### config.mk
export PLATFORM = sky130hd
export DESIGN_NAME = entrada_teclado
export DESIGN_NICKNAME = d
export VERILOG_FILES = /design/src/rtl/entrada_teclado_pkg.sv /design/src/rtl/entrada_teclado_mult10_suma.sv /design/src/rtl/entrada_teclado.sv
export SDC_FILE = /design/constraint.sdc
export NUM_CORES = 1
export LEC_CHECK = 0
export BUFFER_PORTS_ARGS = -buffer_cell sky130_fd_sc_hd__buf_2
export CORE_UTILIZATION = 35
export CTS_BUF_LIST = sky130_fd_sc_hd__clkbuf_4 sky130_fd_sc_hd__clkbuf_8
export CTS_CLUSTER_SIZE = 14
export DETAILED_ROUTE_END_ITERATION = 7
export HOLD_SLACK_MARGIN = 0.05
export PLACE_DENSITY = 0.57
export SYNTH_ARGS = -nofsm -noshare
export SYNTH_HDL_FRONTEND = slang
export SYNTH_SLANG_ARGS = --single-unit
### constraint.sdc
create_clock -name clk -period 4.3 [get_ports clk]
set_input_delay 0 -clock clk [delete_from_list [all_inputs] [get_ports clk]]
set_output_delay 0 -clock clk [all_outputs]
set_load 0.005 [all_outputs]
### src/rtl/entrada_teclado_pkg.sv
// Shared constants for the keypad entry stage: key codes, FSM encoding and digit limit.
package entrada_teclado_pkg;

    localparam logic [3:0] COD_ENTER_DEF   = 4'hA;
    localparam logic [3:0] COD_BORRAR_DEF  = 4'hB;
    localparam int         MAX_DIGITOS_DEF = 9;

    localparam logic [1:0] VACIO = 2'd0;
    localparam logic [1:0] ACUM  = 2'd1;
    localparam logic [1:0] LLENO = 2'd2;

endpackage

### src/rtl/entrada_teclado_mult10_suma.sv
// Decimal shift-in step: suma_o = acc_i*10 + d_i, built from two shifts to avoid a multiplier.
module mult10_suma (
    input  logic [31:0] acc_i,
    input  logic [3:0]  d_i,
    output logic [31:0] suma_o
);

    assign suma_o = (acc_i << 3) + (acc_i << 1) + {28'd0, d_i};

endmodule

### src/rtl/entrada_teclado.sv
// Keypad entry stage: forwards PIN digits one by one, or accumulates a decimal amount
// that is committed on ENTER. All outputs are registered, latency one cycle.
module entrada_teclado
    import entrada_teclado_pkg::*;
#(
    parameter int         MAX_DIGITOS = MAX_DIGITOS_DEF,
    parameter logic [3:0] COD_ENTER   = COD_ENTER_DEF,
    parameter logic [3:0] COD_BORRAR  = COD_BORRAR_DEF
) (
    input  logic        clk,
    input  logic        rst,
    input  logic        tecla_valida,
    input  logic [3:0]  tecla,
    input  logic        modo_monto,
    output logic [3:0]  digito,
    output logic        digito_stb,
    output logic [31:0] monto,
    output logic        monto_stb,
    output logic        desborde,
    output logic [3:0]  num_digitos
);

    localparam logic [3:0] MAX4 = 4'(MAX_DIGITOS);

    logic [1:0]  estado_q, estado_d;
    logic [31:0] acc_q, acc_d;
    logic [3:0]  cnt_q, cnt_d;
    logic        modo_q;
    logic [3:0]  digito_q, digito_d;
    logic        digito_stb_q, digito_stb_d;
    logic [31:0] monto_q, monto_d;
    logic        monto_stb_q, monto_stb_d;
    logic        desborde_q, desborde_d;

    // A mode change (or PIN mode) clears the entry before the current key is applied.
    logic        limpiar;
    logic [1:0]  estado_ef;
    logic [31:0] acc_ef;
    logic [3:0]  cnt_ef;
    logic [31:0] acc_sig;
    logic        es_digito;

    assign limpiar   = (modo_monto != modo_q) || !modo_monto;
    assign estado_ef = limpiar ? VACIO : estado_q;
    assign acc_ef    = limpiar ? 32'd0 : acc_q;
    assign cnt_ef    = limpiar ? 4'd0  : cnt_q;
    assign es_digito = (tecla <= 4'd9);

    mult10_suma u_mult10_suma (
        .acc_i  (acc_ef),
        .d_i    (tecla),
        .suma_o (acc_sig)
    );

    always_comb begin
        estado_d     = estado_ef;
        acc_d        = acc_ef;
        cnt_d        = cnt_ef;
        digito_d     = digito_q;
        digito_stb_d = 1'b0;
        monto_d      = monto_q;
        monto_stb_d  = 1'b0;
        desborde_d   = 1'b0;

        if (tecla_valida) begin
            if (!modo_monto) begin
                if (es_digito) begin
                    digito_d     = tecla;
                    digito_stb_d = 1'b1;
                end
            end else if (es_digito) begin
                if (estado_ef == LLENO) begin
                    desborde_d = 1'b1;
                end else begin
                    // From VACIO acc_ef is zero, so the same step yields acc = d.
                    acc_d    = acc_sig;
                    cnt_d    = cnt_ef + 4'd1;
                    estado_d = ((cnt_ef + 4'd1) == MAX4) ? LLENO : ACUM;
                end
            end else if (tecla == COD_ENTER) begin
                if (estado_ef != VACIO) begin
                    monto_d     = acc_ef;
                    monto_stb_d = 1'b1;
                    acc_d       = 32'd0;
                    cnt_d       = 4'd0;
                    estado_d    = VACIO;
                end
            end else if (tecla == COD_BORRAR) begin
                acc_d    = 32'd0;
                cnt_d    = 4'd0;
                estado_d = VACIO;
            end
        end
    end

    always_ff @(posedge clk or posedge rst) begin
        if (rst) begin
            estado_q     <= VACIO;
            acc_q        <= 32'd0;
            cnt_q        <= 4'd0;
            modo_q       <= 1'b0;
            digito_q     <= 4'd0;
            digito_stb_q <= 1'b0;
            monto_q      <= 32'd0;
            monto_stb_q  <= 1'b0;
            desborde_q   <= 1'b0;
        end else begin
            estado_q     <= estado_d;
            acc_q        <= acc_d;
            cnt_q        <= cnt_d;
            modo_q       <= modo_monto;
            digito_q     <= digito_d;
            digito_stb_q <= digito_stb_d;
            monto_q      <= monto_d;
            monto_stb_q  <= monto_stb_d;
            desborde_q   <= desborde_d;
        end
    end

    assign digito      = digito_q;
    assign digito_stb  = digito_stb_q;
    assign monto       = monto_q;
    assign monto_stb   = monto_stb_q;
    assign desborde    = desborde_q;
    assign num_digitos = cnt_q;

endmodule

# --- Yosys cells after proc, flatten, opt, wreduce, memory -nomap -nowiden ---
# Cells that the tools add are included.
classes:
  add_sub_neg: 3
  order_cmp: 1
  n_eq_ne: 5
  muxes: 37
  n_bitwise: 2
  n_reduce_logical: 5
op_table:
  columns: ["op", "count"]
  rows:
  - ["$mux W32", 8]
  - ["$add A32 B32 Y32", 1]
  - ["$add A32 B4 Y32", 1]
  - ["$mux W4", 8]
  - ["$mux W2", 9]
  - ["$eq A4 B4 Y1 const B", 3]
  - ["$mux W1", 12]
  - ["$reduce_and A5 Y1", 1]
  - ["$add A4 B1 Y4 const B", 1]
  - ["$le A4 B4 Y1 const B", 1]
  - ["$reduce_and A3 Y1", 1]
  - ["$eq A2 B2 Y1 const B", 1]
  - ["$not A1 Y1", 2]
  - ["$reduce_bool A2 Y1", 1]
  - ["$logic_not A1 Y1", 1]
  - ["$logic_or A1 B1 Y1", 1]
  - ["$ne A1 B1 Y1", 1]
word_totals:
  reg_bits: 78
  input_bits: 8
  out_inout_bits: 43
  wordCells: 62

# --- Longest topological paths before layout ---
# Gate-level depths: netlist of run 1.
logic_depth:
  word_depth: 10
  ltp_mapped: 16
  ltp_nobuf: 15

# --- Hierarchy ---
# From an unflattened synthesis of run 1, not the netlist that was laid out.
unflattened:
  hier_cells: 596
  area_unflattened_um2: 5579.1
modules_own_cells:
  columns: ["module", "instances", "cells_each", "area_each_um2", "seq_area_each_um2"]
  rows:
  - ["entrada_teclado", 1, 323, 3524.6, 1951.9]
  - ["mult10_suma", 1, 273, 2054.5, 0.0]

# --- Worst setup path before layout of run 1 ---
# No wires, ideal clock.
synth_path:
  path_type: "reg2reg"
  start: "reg modo_q"
  end: "reg acc_q[28]"
  setup_ns: 0.126
  arrival_ns: 3.232
  required_time_ns: 4.174
  setup_slack_ns: 0.942
  path_stages_with_launch: 15
  n_path_buf: 1
  synth_period_minus_slack_ns: 3.358
  path_cell_list: "dfrtp_1 and2_1 clkbuf_1 nand2_1 xnor2_1 ha_1 inv_1 fa_1 nor2b_1 o31a_1 o311ai_4 o21a_4 o31ai_4 a41oi_1 a311o_1"
synth_between:
  elab_chain_len: 9
  word_cells_on_any_way: 15
  cone_classes: "add/sub: 2; eq/ne: 2; mux: 9; reduce/logical: 2"
synth_lines:
  columns: ["item", "line", "rtl"]
  rows:
  - ["start: declaration", "entrada_teclado.sv:28", "logic modo_q;"]
  - ["start signal: assignment", "entrada_teclado.sv:111", "modo_q <= modo_monto;"]
  - ["$ne A1 B1 Y1 *", "entrada_teclado.sv:43", "assign limpiar = (modo_monto != modo_q) || !modo_monto;"]
  - ["$logic_or A1 B1 Y1 *", "entrada_teclado.sv:43", null]
  - ["$mux W32 / $mux W2 (equally long branches)", "entrada_teclado.sv:45, entrada_teclado.sv:44", null]
  - ["$add A32 B32 Y32 / $reduce_bool A2 Y1 (equally long branches)", "entrada_teclado_mult10_suma.sv:8, entrada_teclado.sv:81", null]
  - ["$add A32 B4 Y32 / $mux W32 (equally long branches)", "entrada_teclado_mult10_suma.sv:8, entrada_teclado.sv:81", null]
  - ["$mux W32 (on tied branches)", "entrada_teclado.sv:72, entrada_teclado.sv:80", null]
  - ["$mux W32", "entrada_teclado.sv:71", "end else if (es_digito) begin"]
  - ["$mux W32", "entrada_teclado.sv:66", "if (!modo_monto) begin"]
  - ["$mux W32 *", "entrada_teclado.sv:65", "if (tecla_valida) begin"]
  - ["named net acc_d[28]", "entrada_teclado.sv:26", "logic [31:0] acc_q, acc_d;"]
  - ["end signal: assignment", "entrada_teclado.sv:99", "acc_q <= 32'd0;"]
  - ["end signal: assignment", "entrada_teclado.sv:109", "acc_q <= acc_d;"]
  - ["end: declaration", "entrada_teclado.sv:26", null]
# Mark *: on every way through the listed nets, which the timed path passes. The rest lies on a longest branch.
# A chain may end at the register's enable or synchronous reset.

# --- Final worst setup path of run 1 ---
layout_path:
  start: "reg modo_q"
  end: "reg acc_q[30]"
# The elaborated chain is that of the path after synthesis.

==> results of run 1 <==
registers in the layout, summed over array words and instances (netlist names):
name         count
acc_q           32
desborde         1
monto_stb        1
modo_q           1
num_digitos      4
monto           32
digito           4
digito_stb       1
estado_q         2
critical path, stage by stage (launching register included):
cell      delay [ps]
dfrtp_1          690
and2_1           220
nand2_1          100
xnor2_1          140
ha_1             170
a21o_1           160
ha_1             300
nor2b_1          160
o31a_1           290
o311ai_4         320
a31oi_1          250
a211oi_2         360
o21ai_1          130
xnor2_1          140
o21ai_0           90
final cells by class:
cell class	count	area, um2
clock buffers	11	145.1
clock inverters	5	58.81
fillers	1464	8578
inverters	20	76.32
multi-input cells	448	3166
flip-flops and latches	78	1952
well taps	184	230.2
repair buffers	65	382.9
what timing repair did:
action | 4_1_cts | 5_1_grt
setup buffers | 0 | 0
endpoints found under the hold margin | 42 | 0
hold buffers | 8 | 0
final timing paths:
path / from / slack (ps) / depth (start not counted) / endpoint
setup reg to reg: modo_q / 640 / 14 / acc_q[30]
max in group asynchronous: rst / 3080 / 4 / monto[8]
hold / removal: modo_monto / 80 / 1 / modo_q
setup / recovery: modo_q / 640 / 14 / acc_q[30]
min in group asynchronous: rst / 220 / 3 / monto[28]
hold reg to reg: acc_q[25] / 480 / 2 / acc_q[25]
per-layer routing:
layer  vias to the layer above  part of all wire  track usage
li1                       2143                 -            -
met1                      2140              0.47       0.2216
met2                        99              0.48       0.2941
met3                        12             0.043      0.04682
met4                         0             0.011      0.04607
met5                         -                 0            0
logic make-up (layout without fill, tap and decap cells):
family / after synthesis / after routing / share of synthesized area
xor+xnor: 27 / 27 / 0.04490
flops: 78 / 78 / 0.3706
mux: 32 / 32 / 0.06819
compound gates: 141 / 141 / 0.1692
simple gates: 186 / 186 / 0.1668
fa+ha+maj: 62 / 62 / 0.1487
buf+inv: 44 / 101 / 0.03160
metrics by stage:
step | area, um2 | util
2_1_floorplan | 5266 | -
3_3_place_gp | 5727 | 0.3925
3_5_place_dp | 5727 | 0.3925
4_1_cts | 6011 | 0.4120
5_1_grt | 6011 | 0.4120
6_report | 6011 | 0.4120
Yosys cell counts (all sizes together) (3+ instances only):
library cell	count
o31ai	3
dfrtp	78
nand2	75
nor2	37
nor2b	7
xnor2	16
mux2	31
a211oi	3
a21o	10
xor2	11
nand4	4
and3	29
nor4	3
or3	3
a31oi	7
inv	20
o21a	6
a21oi	48
ha	61
nand3	10
o211ai	3
o22ai	3
o21ai	43
nor3	7
clkbuf	22
where the power goes:
group          switching [mW]  internal (mW)  total, mW
Sequential            0.00890          0.746      0.755
Combinational          0.0715         0.0368      0.108
Clock                   0.285          0.290      0.575
==> impl_metrics.tcl, run 1 <==
set metrics [dict create \
    status "finished, final reports clean" \
    overflow 0 \
    first_iter_violations 214 \
    final_cells 811 \
    ys.warnings.count 0 \
    grt_pass1_vias 4416 \
    async_flop_share 1.000 \
    synthesis.area_mm2 0.005266 \
    drive_gt1_frac 0.1850 \
    antenna_left 0 \
    io_buffer_count 50 \
    ioPinCount 51 \
    yosys.area.top_type "dfrtp_1" \
    synth_cells 570 \
    antenna_cells 0 \
    relSlewSlack 0.4758 \
    critPathArrivalTime_ps 3900 \
    worstMarginPinSlew_ps 783.4 \
    die-area_mm2 0.01554 \
    core-area_mm2 0.01459 \
    place_inst 787 \
    worst_slack_ps 636.8 \
    area_growth_pct 14.14 \
    ys.flop_type "dfrtp_1" \
    worstHoldPathType "input pin to flop" \
    total_power_mw 1.439 \
    crit_type "flop to flop" \
    setup_tns_ps 0 \
    nNetsFinal 692 \
    crit_path_end_kind "flop" \
    required_ps 4530 \
    final-setup-viol-count 0 \
    vias_per_cell 5.418 \
    synth_edf_count 0 \
    cts.sinks 78 \
    track_usage 0.1753 \
    clkLatencyLatePin_ps 380 \
    clockBufferDepth 2 \
    final_cell_mix "dfrtp_1, nand2_1, ha_1" \
    synth_fp_nets 640 \
    grt_max_degree 45 \
    placementRows 44 \
    dpl.hpwl_um 9266 \
    gp_congestion 0.9587 \
    drtPass1Iterations 6 \
    rsz0062_at_grt "no" \
    synth_top_area_frac 0.3706 \
    yosysSeqAreaShare 0.3706 \
    hold_ws_ps 79.06 \
    synth_area_per_cell_um2 9.239 \
    hold_viol 0 \
    antenna_found_initial 0 \
    ys_types 56 \
    vias 4394 \
    leakagePower_nw 3.189 \
    slew_viol_final 0 \
    start_kind "flop" \
    h-tree-depth 3 \
    layout_commonest_cell "dfrtp_1" \
    cts_resized 0 \
    finalCritPeriodShare 0.8519 \
    wl_per_cell_um 15.97 \
    die-width_um 124.7 \
    path_max_fanout 18 \
    synth_area_leaders "dfrtp_1, ha_1, mux2_2, nand2_1, a21oi_1" \
    initial_core_util 0.3610 \
    path_clk_slew_ps 90 \
    max-vdd-ir-drop_mv 0.2472 \
    preCtsSetupSlack_ps 642.2 \
    p_per_area_mw_per_mm2 239.3 \
    route.detailed.drc 0 \
    grt_pass1_wl_um 21830 \
    ys_ff_latch 78 \
    die_h_um 124.7 \
    fmax_mhz 273.0 \
    cts.root.buffer_cell "clkbuf_8" \
    cap_violations 0 \
    cts_buffers 9 \
    skew_ps 11.70 \
    routed_wl_um 12950 \
    cts_tree "built" \
    min_period_ps 3663 \
]
Power figures use the tool's default switching activity.
==> run 2: changes to the inputs <==
--- a/config.mk
+++ b/config.mk
@@ -8,10 +8,11 @@
 export BUFFER_PORTS_ARGS = -buffer_cell sky130_fd_sc_hd__buf_2
 export CORE_UTILIZATION = 35
 export CTS_BUF_LIST = sky130_fd_sc_hd__clkbuf_4 sky130_fd_sc_hd__clkbuf_8
+export CTS_CLUSTER_DIAMETER = 120
 export CTS_CLUSTER_SIZE = 14
 export DETAILED_ROUTE_END_ITERATION = 7
 export HOLD_SLACK_MARGIN = 0.05
-export PLACE_DENSITY = 0.57
+export PLACE_DENSITY = 0.63
 export SYNTH_ARGS = -nofsm -noshare
 export SYNTH_HDL_FRONTEND = slang
 export SYNTH_SLANG_ARGS = --single-unit
==> run 2 against run 1 <==
Against the previous run:
- core utilization grew 0.060 points
- maximum frequency is 0.14% lower
- power is 3.5% higher
- clock skew is 0.92 ps higher
- critical path depth shrank 1
- combinational power about the same
==> impl_metrics.tcl, run 2 (same netlist as run 1, synthesis figures left out) <==
set metrics [dict create \
    status "finished, final reports clean" \
    core-area_mm2 0.01459 \
    finalCritPeriodShare 0.8531 \
    grt_max_degree 41 \
    critPathArrivalTime_ps 3940 \
    busiest_layer "met2" \
    cts_tree "built" \
    met1_usage 0.2173 \
    drtPass1Iterations 7 \
    setup_tns_ps 0 \
    skew_ps 12.62 \
    finish.instance_area_mm2 0.006020 \
    nNetsFinal 691 \
    cts.sinks 78 \
    io_buffer_count 50 \
    vias_per_cell 5.411 \
    max-vdd-ir-drop_mv 0.2292 \
    p_per_area_mw_per_mm2 247.4 \
    track_usage 0.1726 \
    worstHoldPathType "input pin to async pin" \
    cts_buffers 9 \
    reg2reg_from "modo_q" \
    ioPinCount 51 \
    required_ps 4570 \
    worstReg2RegEnd "acc_q[28]" \
    relSlewSlack 0.4737 \
    layout_commonest_cell "dfrtp_1" \
    area_growth_pct 14.30 \
    cap_violations 0 \
    cts.root.buffer_cell "clkbuf_8" \
    routed_wl_um 12720 \
    die-width_um 124.7 \
    rsz0062_at_grt "no" \
    worstMarginPinSlew_ps 787.5 \
    dpl.hpwl_um 9349 \
    initial_core_util 0.3610 \
    antenna_cells 0 \
    drive_gt1_frac 0.1853 \
    final-setup-viol-count 0 \
    overflow 0 \
    crit_path_end_kind "flop" \
    route.detailed.drc 0 \
    final_cell_mix "dfrtp_1, nand2_1, ha_1" \
    grt_pass1_vias 4495 \
    antenna_left 0 \
    hold_viol 0 \
    wl_per_cell_um 15.70 \
    grt_use_met3 0.04682 \
    leakagePower_nw 3.193 \
    start_kind "flop" \
    grt_pass1_wl_um 21670 \
    slew_viol_final 0 \
    die-area_mm2 0.01554 \
    path_max_fanout 17 \
    placementRows 44 \
    path_clk_slew_ps 90 \
    min_period_ps 3668 \
    crit_type "flop to flop" \
    die_h_um 124.7 \
    place_area_mm2 0.005727 \
    gp_congestion 0.9413 \
    h-tree-depth 3 \
    clockBufferDepth 2 \
    vias 4383 \
    grtUsageMet2 0.2827 \
    antenna_found_initial 0 \
    rr_worst_depth 13 \
    fmax_mhz 272.6 \
    clkLatencyLatePin_ps 380 \
    first_iter_violations 292 \
    rrSetupSlack_ps 630 \
]
run 2: timing repair:
action,CTS,global route
setup buffers,0,0
hold endpoints to repair,48,0
resized for setup,0,0
hold buffers,7,0
setup endpoints to repair,0,0
run 2: how the worst max path moves through the flow:
stage | start | end | slack [ps] | cells after the start
final | modo_q | acc_q[28] | 630 | 13
after detailed placement | modo_q | acc_q[28] | 680 | 13
after global routing | modo_q | acc_q[30] | 320 | 14
after global placement | modo_q | acc_q[28] | 770 | 13
after CTS | modo_q | acc_q[28] | 660 | 13
after floorplan | modo_q | acc_q[28] | 940 | 14
run 2: metal layers:
layer	share of wire	vias to the layer above
li1	-	2140
met1	0.47	2118
met2	0.47	108
met3	0.043	17
met4	0.020	0
met5	0	-
run 2: layout make-up:
| type | count | area [um2] |
|---|---|---|
| Inverter | 20 | 76.32 |
| Multi-Input combinational cell | 448 | 3166 |
| Clock buffer | 10 | 137.6 |
| Sequential cell | 78 | 1952 |
| Clock inverter | 6 | 85.08 |
| Timing Repair Buffer | 64 | 372.9 |
| Fill cell | 1446 | 8569 |
| Tap cell | 184 | 230.2 |
run 2: power by group:
part	leakage (nW)	internal [mW]	total, mW	switching, mW
sequential	1.07	0.746	0.755	0.00910
clock	0.108	0.340	0.626	0.285
combinational	2.01	0.0365	0.108	0.0719
total	3.19	1.12	1.49	0.366
run 2: metrics by stage:
| step | std cells | total power [mW] | utilization | hold WS, ps | setup slack [ps] |
|---|---|---|---|---|---|
| floorplan | 570 | 0.8293 | - | 31.43 | 941.6 |
| global placement | 787 | 0.8699 | 0.3925 | 113.7 | 770.8 |
| detailed placement | 787 | 0.8744 | 0.3925 | 123.8 | 675.1 |
| CTS | 810 | 1.508 | 0.4126 | 256.8 | 655.3 |
| global route | 810 | 1.555 | 0.4126 | 299.9 | 321.7 |
| finish | 810 | 1.489 | 0.4126 | 243.6 | 631.6 |
run 2: worst max-delay path, cell delays in order, from the launching register on:
cell and delay (ps):
dfrtp_1 680, and2_1 230, nand2_1 100, xnor2_1 140, ha_1 300, inv_1 60, fa_1 430, nor2b_1 200
o31a_1 230, o311ai_4 130, o21a_4 240, o31ai_4 240, a41oi_1 200, a311o_1 380
